## src/rtl/analyzer_pkg.sv

```systemverilog
// -----------------------------------------------------------------------------
// analyzer_pkg
// Shared definitions for the logic-analyzer capture controller:
//   - state encoding of the capture FSM (registered, 3 bits)
//   - constants used to clamp the runtime pre/post configuration
// No ports (package).
// -----------------------------------------------------------------------------
package analyzer_pkg;

    localparam int STATE_W = 3;

    typedef enum logic [STATE_W-1:0] {
        S_IDLE      = 3'd0,
        S_ARM       = 3'd1,
        S_PRE_FILL  = 3'd2,
        S_WAIT_TRIG = 3'd3,
        S_POST      = 3'd4
    } state_t;

    // Shortest post-trigger window: the trigger sample on its own.
    localparam int POST_MIN = 1;

    // Sample RAM depth for a given address width; the largest legal
    // post-trigger window equals one full buffer.
    function automatic int unsigned depth_of(input int unsigned addr_w);
        return 32'd1 << addr_w;
    endfunction

endpackage

```

## src/rtl/trigger_stage_seq.sv

```systemverilog
// -----------------------------------------------------------------------------
// trigger_stage_seq
// N-stage sequential trigger. Holds the current stage index and evaluates only
// that stage's comparator hit; at most one advance per enabled sample. A hit
// on the last stage is reported as final_hit and the index holds there.
// Ports:
//   clock, reset_n  clock / async active-low reset
//   clear           return to stage 0 (start of a capture)
//   enable          a sample is being evaluated this cycle
//   stage_hit       per-stage comparator match
//   stage           current stage index
//   final_hit       last stage matched this cycle (the trigger)
// -----------------------------------------------------------------------------
module trigger_stage_seq #(
    parameter int STAGES = 2,
    parameter int STG_W  = 3
) (
    input  logic              clock,
    input  logic              reset_n,
    input  logic              clear,
    input  logic              enable,
    input  logic [STAGES-1:0] stage_hit,
    output logic [STG_W-1:0]  stage,
    output logic              final_hit
);

    localparam logic [STG_W-1:0] LAST  = STG_W'(STAGES - 1);
    localparam logic [STG_W-1:0] ONE_S = STG_W'(1);

    logic cur_hit;
    logic is_last;

    // Mux out the current stage's hit without a variable-width bit select.
    always_comb begin
        cur_hit = 1'b0;
        for (int i = 0; i < STAGES; i++) begin
            if (stage == STG_W'(i)) begin
                cur_hit = stage_hit[i];
            end
        end
    end

    assign is_last   = (stage == LAST);
    assign final_hit = enable && cur_hit && is_last;

    always_ff @(posedge clock or negedge reset_n) begin
        if (!reset_n) begin
            stage <= '0;
        end else if (clear) begin
            stage <= '0;
        end else if (enable && cur_hit && !is_last) begin
            stage <= stage + ONE_S;
        end
    end

endmodule

```

## src/rtl/analyzer_capture_ctrl.sv

```systemverilog
// -----------------------------------------------------------------------------
// analyzer_capture_ctrl
// Capture controller for the logic analyzer. Arms on a start request
// (released start begins the capture), pre-fills the circular sample RAM,
// runs the sequential trigger, then writes the post-trigger window and
// pulses done. abort returns to idle from any active state and pulses aborted.
// Optional build macro ANALYZER_TRIG_TIMEOUT_EN adds a trigger timeout
// (parameter TMO_W, input timeout_limit, sticky output timed_out).
// Ports:
//   clock, reset_n        clock / async active-low reset
//   start, abort          host arm request (level) / cancel (level, priority)
//   sample_en             one strobe per sample
//   stage_hit             per-stage trigger comparator match
//   pre_count, post_count runtime window sizes, latched at arm
//   idle/running/triggered  state flags
//   stage                 current trigger stage
//   wr_en, wr_addr        sample RAM write port
//   trig_addr             address of the trigger sample
//   done, aborted         one-cycle completion pulses
// -----------------------------------------------------------------------------
//   state       | meaning
//   ------------+-----------------------------------------------------------
//   S_IDLE      | waiting for start; results held for readback
//   S_ARM       | config latched, waiting for start to be released
//   S_PRE_FILL  | writing the minimum pre-trigger history, hits ignored
//   S_WAIT_TRIG | writing samples while the stage sequencer runs
//   S_POST      | writing the post-trigger window
// -----------------------------------------------------------------------------
module analyzer_capture_ctrl
    import analyzer_pkg::*;
#(
    parameter int ADDR_W = 10,
    parameter int STAGES = 2,
    parameter int STG_W  = 3
`ifdef ANALYZER_TRIG_TIMEOUT_EN
    , parameter int TMO_W = 16
`endif
) (
    input  logic              clock,
    input  logic              reset_n,
    input  logic              start,
    input  logic              abort,
    input  logic              sample_en,
    input  logic [STAGES-1:0] stage_hit,
    input  logic [ADDR_W-1:0] pre_count,
    input  logic [ADDR_W:0]   post_count,
`ifdef ANALYZER_TRIG_TIMEOUT_EN
    input  logic [TMO_W-1:0]  timeout_limit,
    output logic              timed_out,
`endif
    output logic              idle,
    output logic              running,
    output logic              triggered,
    output logic [STG_W-1:0]  stage,
    output logic              wr_en,
    output logic [ADDR_W-1:0] wr_addr,
    output logic [ADDR_W-1:0] trig_addr,
    output logic              done,
    output logic              aborted
);

    localparam logic [ADDR_W:0]   POST_MAX = (ADDR_W + 1)'(depth_of(ADDR_W));
    localparam logic [ADDR_W:0]   POST_LO  = (ADDR_W + 1)'(POST_MIN);
    localparam logic [ADDR_W:0]   ONE_P    = (ADDR_W + 1)'(1);
    localparam logic [ADDR_W-1:0] ONE_A    = ADDR_W'(1);

    state_t state, state_nxt;

    logic [ADDR_W-1:0] pre_q, pre_cnt;
    logic [ADDR_W:0]   post_q, post_cnt, post_clamp;
    logic              arm_take, seq_clear, seq_en;
    logic              final_hit, trig_fire, trig_take;
    logic              pre_last, post_last;

    // pre_count already fits below the buffer depth; only post needs clamping.
    always_comb begin
        post_clamp = post_count;
        if (post_count == '0) begin
            post_clamp = POST_LO;
        end else if (post_count > POST_MAX) begin
            post_clamp = POST_MAX;
        end
    end

    assign arm_take  = (state == S_IDLE) && start && !abort;
    assign seq_clear = (state == S_ARM) && !start && !abort;
    assign seq_en    = (state == S_WAIT_TRIG) && sample_en && !abort;
    assign trig_take = (state == S_WAIT_TRIG) && trig_fire && !abort;

    // Leave pre-fill on the write that completes the window, so exactly
    // pre_q samples precede the first trigger-eligible sample. A zero window
    // still spends one cycle here.
    assign pre_last  = (pre_cnt == pre_q) || (wr_en && ((pre_cnt + ONE_A) == pre_q));
    assign post_last = (post_cnt == post_q);

    assign wr_en = sample_en && ((state == S_PRE_FILL) || (state == S_WAIT_TRIG) ||
                                 ((state == S_POST) && !post_last));

    assign idle      = (state == S_IDLE);
    assign running   = (state == S_PRE_FILL) || (state == S_WAIT_TRIG);
    assign triggered = (state == S_POST);
    assign done      = (state == S_POST) && post_last && !abort;
    assign aborted   = abort && (state != S_IDLE);

    trigger_stage_seq #(
        .STAGES (STAGES),
        .STG_W  (STG_W)
    ) u_seq (
        .clock     (clock),
        .reset_n   (reset_n),
        .clear     (seq_clear),
        .enable    (seq_en),
        .stage_hit (stage_hit),
        .stage     (stage),
        .final_hit (final_hit)
    );

`ifdef ANALYZER_TRIG_TIMEOUT_EN
    localparam logic [TMO_W-1:0] ONE_T = TMO_W'(1);

    logic [TMO_W-1:0] tmo_cnt;
    logic             tmo_fire;

    assign tmo_fire = (state == S_WAIT_TRIG) && sample_en && !abort &&
                      (timeout_limit != '0) && ((tmo_cnt + ONE_T) == timeout_limit);
    assign trig_fire = final_hit || tmo_fire;

    always_ff @(posedge clock or negedge reset_n) begin
        if (!reset_n) begin
            tmo_cnt   <= '0;
            timed_out <= 1'b0;
        end else begin
            if (arm_take) begin
                timed_out <= 1'b0;
            end else if (tmo_fire) begin
                timed_out <= 1'b1;
            end
            if (seq_clear) begin
                tmo_cnt <= '0;
            end else if ((state == S_WAIT_TRIG) && sample_en) begin
                tmo_cnt <= tmo_cnt + ONE_T;
            end
        end
    end
`else
    assign trig_fire = final_hit;
`endif

    always_ff @(posedge clock or negedge reset_n) begin
        if (!reset_n) begin
            state <= S_IDLE;
        end else begin
            state <= state_nxt;
        end
    end

    always_comb begin
        state_nxt = state;
        case (state)
            S_IDLE:      if (start && !abort) state_nxt = S_ARM;
            S_ARM:       if (!start)          state_nxt = S_PRE_FILL;
            S_PRE_FILL:  if (pre_last)        state_nxt = S_WAIT_TRIG;
            S_WAIT_TRIG: if (trig_fire)       state_nxt = S_POST;
            S_POST:      if (post_last)       state_nxt = S_IDLE;
            default:                          state_nxt = S_IDLE;
        endcase
        if (abort && (state != S_IDLE)) begin
            state_nxt = S_IDLE;
        end
    end

    always_ff @(posedge clock or negedge reset_n) begin
        if (!reset_n) begin
            pre_q     <= '0;
            post_q    <= '0;
            pre_cnt   <= '0;
            post_cnt  <= '0;
            wr_addr   <= '0;
            trig_addr <= '0;
        end else begin
            if (arm_take) begin
                pre_q  <= pre_count;
                post_q <= post_clamp;
            end
            if (seq_clear) begin
                wr_addr  <= '0;
                pre_cnt  <= '0;
                post_cnt <= '0;
            end else begin
                // Natural wrap of wr_addr gives the circular buffer.
                if (wr_en) begin
                    wr_addr <= wr_addr + ONE_A;
                end
                if ((state == S_PRE_FILL) && wr_en) begin
                    pre_cnt <= pre_cnt + ONE_A;
                end
                // The trigger sample is the first post-window sample.
                if (trig_take) begin
                    post_cnt  <= ONE_P;
                    trig_addr <= wr_addr;
                end else if ((state == S_POST) && wr_en) begin
                    post_cnt <= post_cnt + ONE_P;
                end
            end
        end
    end

endmodule

```

## config.mk

```make
export PLATFORM = sky130hd
export DESIGN_NAME = analyzer_capture_ctrl
export DESIGN_NICKNAME = d
export VERILOG_FILES = /design/src/rtl/analyzer_pkg.sv /design/src/rtl/trigger_stage_seq.sv /design/src/rtl/analyzer_capture_ctrl.sv
export SDC_FILE = /design/constraint.sdc
export NUM_CORES = 1
export LEC_CHECK = 0
export ABC_CLOCK_PERIOD_IN_PS = 3750
export CORE_UTILIZATION = 58
export CTS_CLUSTER_DIAMETER = 100
export DETAILED_ROUTE_END_ITERATION = 10
export GPL_TIMING_DRIVEN = 1
export PLACE_DENSITY = 0.85
export SLEW_MARGIN = 5
export SYNTH_ARGS = -nofsm -noshare
export SYNTH_HDL_FRONTEND = slang
export SYNTH_HIERARCHICAL = 1
export SYNTH_SLANG_ARGS = --single-unit
```

## constraint.sdc

```tcl
create_clock -name clock -period 3.75 [get_ports clock]
set_input_delay 0.375 -clock clock [delete_from_list [all_inputs] [get_ports clock]]
set_output_delay 0.375 -clock clock [all_outputs]
set_load 0.005 [all_outputs]
```

# Yosys cells after proc, flatten, opt, wreduce, memory -nomap -nowiden
# Index checks and enable logic that the tools add are counted.
# op_classes
add_sub_neg,4
mux,20
shifts,0
div,0
magnitude_cmp,1
n_eq_ne,13
reduce_logical,37
n_bitwise,1
multipliers,0
# ops
op,count
$mux W11,5
$mux W10,4
$mux W3,8
$add A10 B1 Y10 const B,2
$eq A10 B10 Y1,2
$logic_and A1 B1 Y1,20
$pmux W3 S5,1
$add A11 B1 Y11 const B,1
$eq A11 B11 Y1,1
$gt A11 B11 Y1 const B,1
$logic_not A11 Y1,1
$ne A3 B3 Y1 const B,3
$eq A3 B1 Y1 const B,2
$eq A3 B2 Y1 const B,2
$logic_not A3 Y1,2
$ne A3 B1 Y1 const B,2
$reduce_bool A2 Y1,3
$reduce_bool A3 Y1,2
$reduce_and A5 Y1,1
$logic_not A1 Y1,4
$add A3 B1 Y3 const B,1
$eq A3 B3 Y1 const B,1
$logic_or A1 B1 Y1,3
$mux W1,2
2 further kinds,2
# word_totals
n_memories,0
wordCells,84
ramBits,0
romBits,0
input_bits,28
output_inout_bits,29
latchBits,0
register_bits,68

# Logic depth before layout (Yosys ltp)
# depth
ltp_word,10
ltp_mapped,10
ltp_nobuf,9

# By module
# Netlist, hierarchy kept.
# modules_own_cells
module,area_per_inst_um2,cells_per_inst,instances,seq_area_each_um2
analyzer_capture_ctrl,3412.0,339,1,1626.6
trigger_stage_seq,229.0,20,1,75.1

# Worst setup path after synthesis
# Ideal clock, no wire load.
# synth_path
kind,register to register
from,register state[2]
to,register trig_addr[6]
path_stages_with_launch,9
period_less_slack_ns,2.134
setup_time_ns,0.128
slack_ns,1.616
arrival_ns,2.007
required_ns,3.622
path_buffers,2
path_cell_list,dfrtp_1 -> clkbuf_1 -> nand2b_1 -> nor2_1 -> and2_1 -> and4_2 -> nand2_1 -> clkbuf_1 -> mux2_1
# synth_via
elab_chain_len,8
word_cells_on_any_way,12
classes_between,2 x eq/ne; 1 x bitwise; 9 x reduce/logical
# synth_lines
element,line_no,source
start: declaration,analyzer_capture_ctrl.sv:67,"state_t state, state_nxt;"
start signal: assignment,analyzer_capture_ctrl.sv:153,state <= state_nxt;
$eq A3 B2 Y1,analyzer_capture_ctrl.sv:87,assign seq_en = (state == S_WAIT_TRIG) && sample_en && !abort;
$logic_and A1 B1 Y1 (2 in a row),analyzer_capture_ctrl.sv:87,
via seq_en,analyzer_capture_ctrl.sv:71,"logic arm_take, seq_clear, seq_en;"
$logic_and A1 B1 Y1 (2 in a row),trigger_stage_seq.sv:44,assign final_hit = enable && cur_hit && is_last;
via final_hit,analyzer_capture_ctrl.sv:72,"logic final_hit, trig_fire, trig_take;"
$logic_and A1 B1 Y1 (2 in a row),analyzer_capture_ctrl.sv:88,assign trig_take = (state == S_WAIT_TRIG) && trig_fire && !abort;
$reduce_and A2 Y1 (no source line),-,
end signal: assignment,analyzer_capture_ctrl.sv:200,trig_addr <= wr_addr;
end: declaration,analyzer_capture_ctrl.sv:57,"output logic [ADDR_W-1:0] trig_addr,"
# The timed path passes the listed nets, and every way through them passes these cells.
# A chain may end at the register's enable or synchronous reset.

# Worst setup path in the final report
# layout_path
from,register post_cnt[4]
to,output port done
# layout_via
elab_chain_len,3
# layout_lines
element,line_no,source
start: declaration,analyzer_capture_ctrl.sv:70,"logic [ADDR_W:0] post_q, post_cnt, post_clamp;"
start signal: assignment,analyzer_capture_ctrl.sv:202,post_cnt <= post_cnt + ONE_P;
$eq A11 B11 Y1,analyzer_capture_ctrl.sv:94,assign post_last = (post_cnt == post_q);
$logic_and A1 B1 Y1 (2 in a row),analyzer_capture_ctrl.sv:102,assign done = (state == S_POST) && post_last && !abort;
end: declaration,analyzer_capture_ctrl.sv:58,"output logic done,"
# No other way between the ends.

==> results by group <==
Logic synthesis
  – Synth Flop Type: dfrtp_1
  – Synth area leaders: dfrtp_1 (47%), xor2_1 (9.4%), mux2_2 (4.6%), nor2_1 (4.4%), xnor2_1 (3.4%)
  – Syn Std Cell Area: approximately 3600 sq um
  – Synthesized Nets: between 300 and 400
  – Async S/R FF share, synth: 1.00
  – Yosys Warn Count: 6
  – Synth cell types: 50
  – Seq cells post-synth: between 60 and 70
  – Post-synthesis sequential area ratio: 0.467
  – Gate Count Post-Synth: between 300 and 400
  – Top-area cell type share of the netlist area: 0.467
  – Mean Syn Cell Area: about 10 sq um
  – Synth area leader: dfrtp_1
  – Post-synth EDFFs: 0

Clock network
  – Htree depth: 3
  – CTS Buf Count: 9
  – Hold_buf cts: 0
  – TritonCTS clock tree: yes
  – Postcts setup bufs: 0
  – # resized after CTS: 0
  – Worst skew pair latency: around 340 ps
  – Clock sink count: between 60 and 70
  – Reg clk slew, reported paths: ~70 ps
  – Clk root buf: clkbuf_8
  – CTS max path bufs: 2

Worst setup path
  – Worst EP arrival: 2500 ps
  – Crit Path Category: flip-flop to output pin
  – Critical path's largest stage delay: approximately 550 ps
  – CP max-delay cell: clkdlybuf4s50_1
  – CP startpoint kind: flip-flop
  – CP Cell Sequence: xor2_1 > nor4_1 > nand3_1 > nor3_1 > clkdlybuf4s50_1
  – Buffers & Inverters on Critical Path: 1
  – Worst Path Required: 3380 ps
  – CP Capture Type: output pin
  – Critical Path Fanout Max: 6
  – CP delay by family, top: simple AND/OR/NAND/NOR gates

STA
  – Slew Limit Fails: 0
  – Final min period: roughly 2900 ps
  – Final setup vio count: 0
  – Final hold slack: between 150 and 200 ps
  – Fin Setup TNS: 0 ps
  – Clock Skew: between 4 and 5 ps
  – Final Hold Fails: 0
  – RSZ-0062 raised after global routing: no
  – Slew @ Worst Pin: 980 ps
  – Slew headroom: 0.347
  – Max Fclk: about 350 MHz
  – Final period util: 0.766

Routing
  – Drt via density: 5.69
  – Drt initial violations: approximately 170
  – Met2 WL post-DR: 3800 um
  – Antenna viol nets, final: 0
  – M1 WL: between 3000 and 4000 um
  – 1st-pass router iterations: 4
  – Met3 WL post-DR: around 420 um
  – Vias: roughly 2800
  – DRC: 0
  – Total wire length: roughly 7700 um
  – Top Metal Used: met4
  – Per-cell routed wire length: 15.6 um

Floorplanning
  – I/O pin cnt: 57
  – Die Wd: 81.2 um
  – Num rows: 28
  – Starting density of the core: 0.608
  – Core Footprint: about 6000 sq um
  – Die area: about 6600 sq um
  – Die extent in y: roughly 81 um

Power and ir drop
  – Seq pwr share: 0.440
  – P_int: 0.00162 W
  – Peak supply drop: around 0.00032 V
  – Clock network power share: 0.250
  – PD cells: 546 nW/um^2
  – Switching share of power: 0.335
  – Logic pwr share: 0.310
  – Leakage: 2.02 nW
  – NetSw: ~0.00081 W

Finish
  – NumNets Final: 446
  – Layout cell share with drive strength beyond 1: 0.118
  – Area growth syn-to-layout: 22.2%
  – Fill count: 419
  – Commonest cells after routing, fill and taps aside: dfrtp_1 (68), clkdlybuf4s50_1 (55), nor2_1 (43)
  – Final cell count without fillers: 492
  – Commonest non-fill, non-tap cell in the layout: dfrtp_1
  – N_diodes: 0

Run
  – Max Cap Violations: 0

Global routing
  – Vias in the first global route: 2746
  – Largest net degree at the start of global routing: 46
  – Initial antenna violation count: 0
  – Total congestion overflow: 0
  – Global-route wire length before repair: 12900 um
  – Total track usage: 0.258

Placement
  – Number of port buffers: 56
  – Placed Instances: 476
  – HPWL Detailed: 5500 um
  – Routability congestion estimate: slightly above 0.8

Outcome
  – Status: completed

Min path
  – Worst hold path type: input port to asynchronous set/reset pin
[sequential cells by signal, summed over array words and instances (netlist names)]
signal,flops
post_cnt,11
u_seq/stage,3
pre_cnt,10
trig_addr,10
wr_addr,10
state,3
post_q,11
pre_q,10
[metal layers]
| metal | track usage | vias to the layer above |
|---|---|---|
| li1 | - | 1341 |
| met1 | 0.334 | 1377 |
| met3 | 0.0607 | 9 |
| met5 | 0 | - |
| met2 | 0.423 | 71 |
| met4 | 0.0929 | 0 |
[worst reg2reg max path, delay by kind of cell, from the launching register on]
kind	cells	cell delay (ps)
flip-flops	1	590
AND/OR/NAND/NOR	7	1710
[path summary, 6_finish.rpt]
kind / end / slack [ps] / from / cells past startpoint
worst min-delay path: wr_addr[9] / 190 / reset_n / 1
worst min register to register: trig_addr[8] / 500 / trig_addr[8] / 1
worst max register to register: post_cnt[2] / 1310 / state[1] / 7
min in group clock: trig_addr[8] / 500 / trig_addr[8] / 1
max in group asynchronous: pre_q[5] / 2690 / reset_n / 2
worst max-delay path: done / 880 / post_cnt[4] / 5
[cell usage after synthesis, types with 2 or more instances]
cell	count
dfrtp_1	68
or3_1	3
a21o_1	2
nor3_1	11
mux2_2	15
inv_1	8
nand2_1	23
clkbuf_1	14
xnor2_1	14
nand2b_1	12
and2_1	2
o21ai_0	12
and3_1	5
buf_2	2
nand4_1	7
xor2_1	39
mux2_1	4
ha_1	6
nor4_1	7
o21ai_1	4
mux2i_1	2
nor2_1	43
and4_1	2
nand3_1	15
nand3b_1	2
a211oi_1	4
a31oi_1	2
a22o_1	5
a21oi_1	5
[layout make-up]
cell class              count  area [sq um]  share of cell area
inverters                  10          37.5             0.00843
clock inverters             5          50.0              0.0112
clock buffers              11           151              0.0340
well taps                  75          93.8              0.0211
multi-input cells         264          1840               0.413
flip-flops and latches     68          1700               0.382
repair buffers             59           578               0.130
[power by group through the flow]
stage / Sequential (W) / Clock [W] / Combinational (W)
5_1_grt: 0.00109 / 0.000647 / 0.000837
3_3_place_gp: 0.00107 / 0 / 0.000726
4_1_cts: 0.00107 / 0.000618 / 0.000755
3_5_place_dp: 0.00108 / 0 / 0.000750
2_1_floorplan: 0.00102 / 0 / 0.000551
6_report: 0.00107 / 0.000608 / 0.000753
[per-stage QoR]
step | area [sq um] | util | setup WS (ps) | power [W]
floorplan | 3640 | - | 1620 | 0.00157
global placement | 4250 | 0.709 | 958 | 0.00180
detailed placement | 4250 | 0.709 | 898 | 0.00183
CTS | 4450 | 0.743 | 890 | 0.00244
global route | 4450 | 0.743 | 735 | 0.00258
finish | 4450 | 0.743 | 877 | 0.00243
[cells by family after synthesis]
| family | after synthesis | synth area share |
|---|---|---|
| multiplexers | 22 | 0.0684 |
| adder cells (fa/ha/maj) | 6 | 0.0206 |
| AND/OR/NAND/NOR | 141 | 0.208 |
| XOR/XNOR | 53 | 0.127 |
| buffers and inverters | 27 | 0.0296 |
| flip-flops | 68 | 0.467 |
| AO/OA/AOI/OAI | 42 | 0.0787 |
No activity file was read; power rests on OpenSTA's default activity.
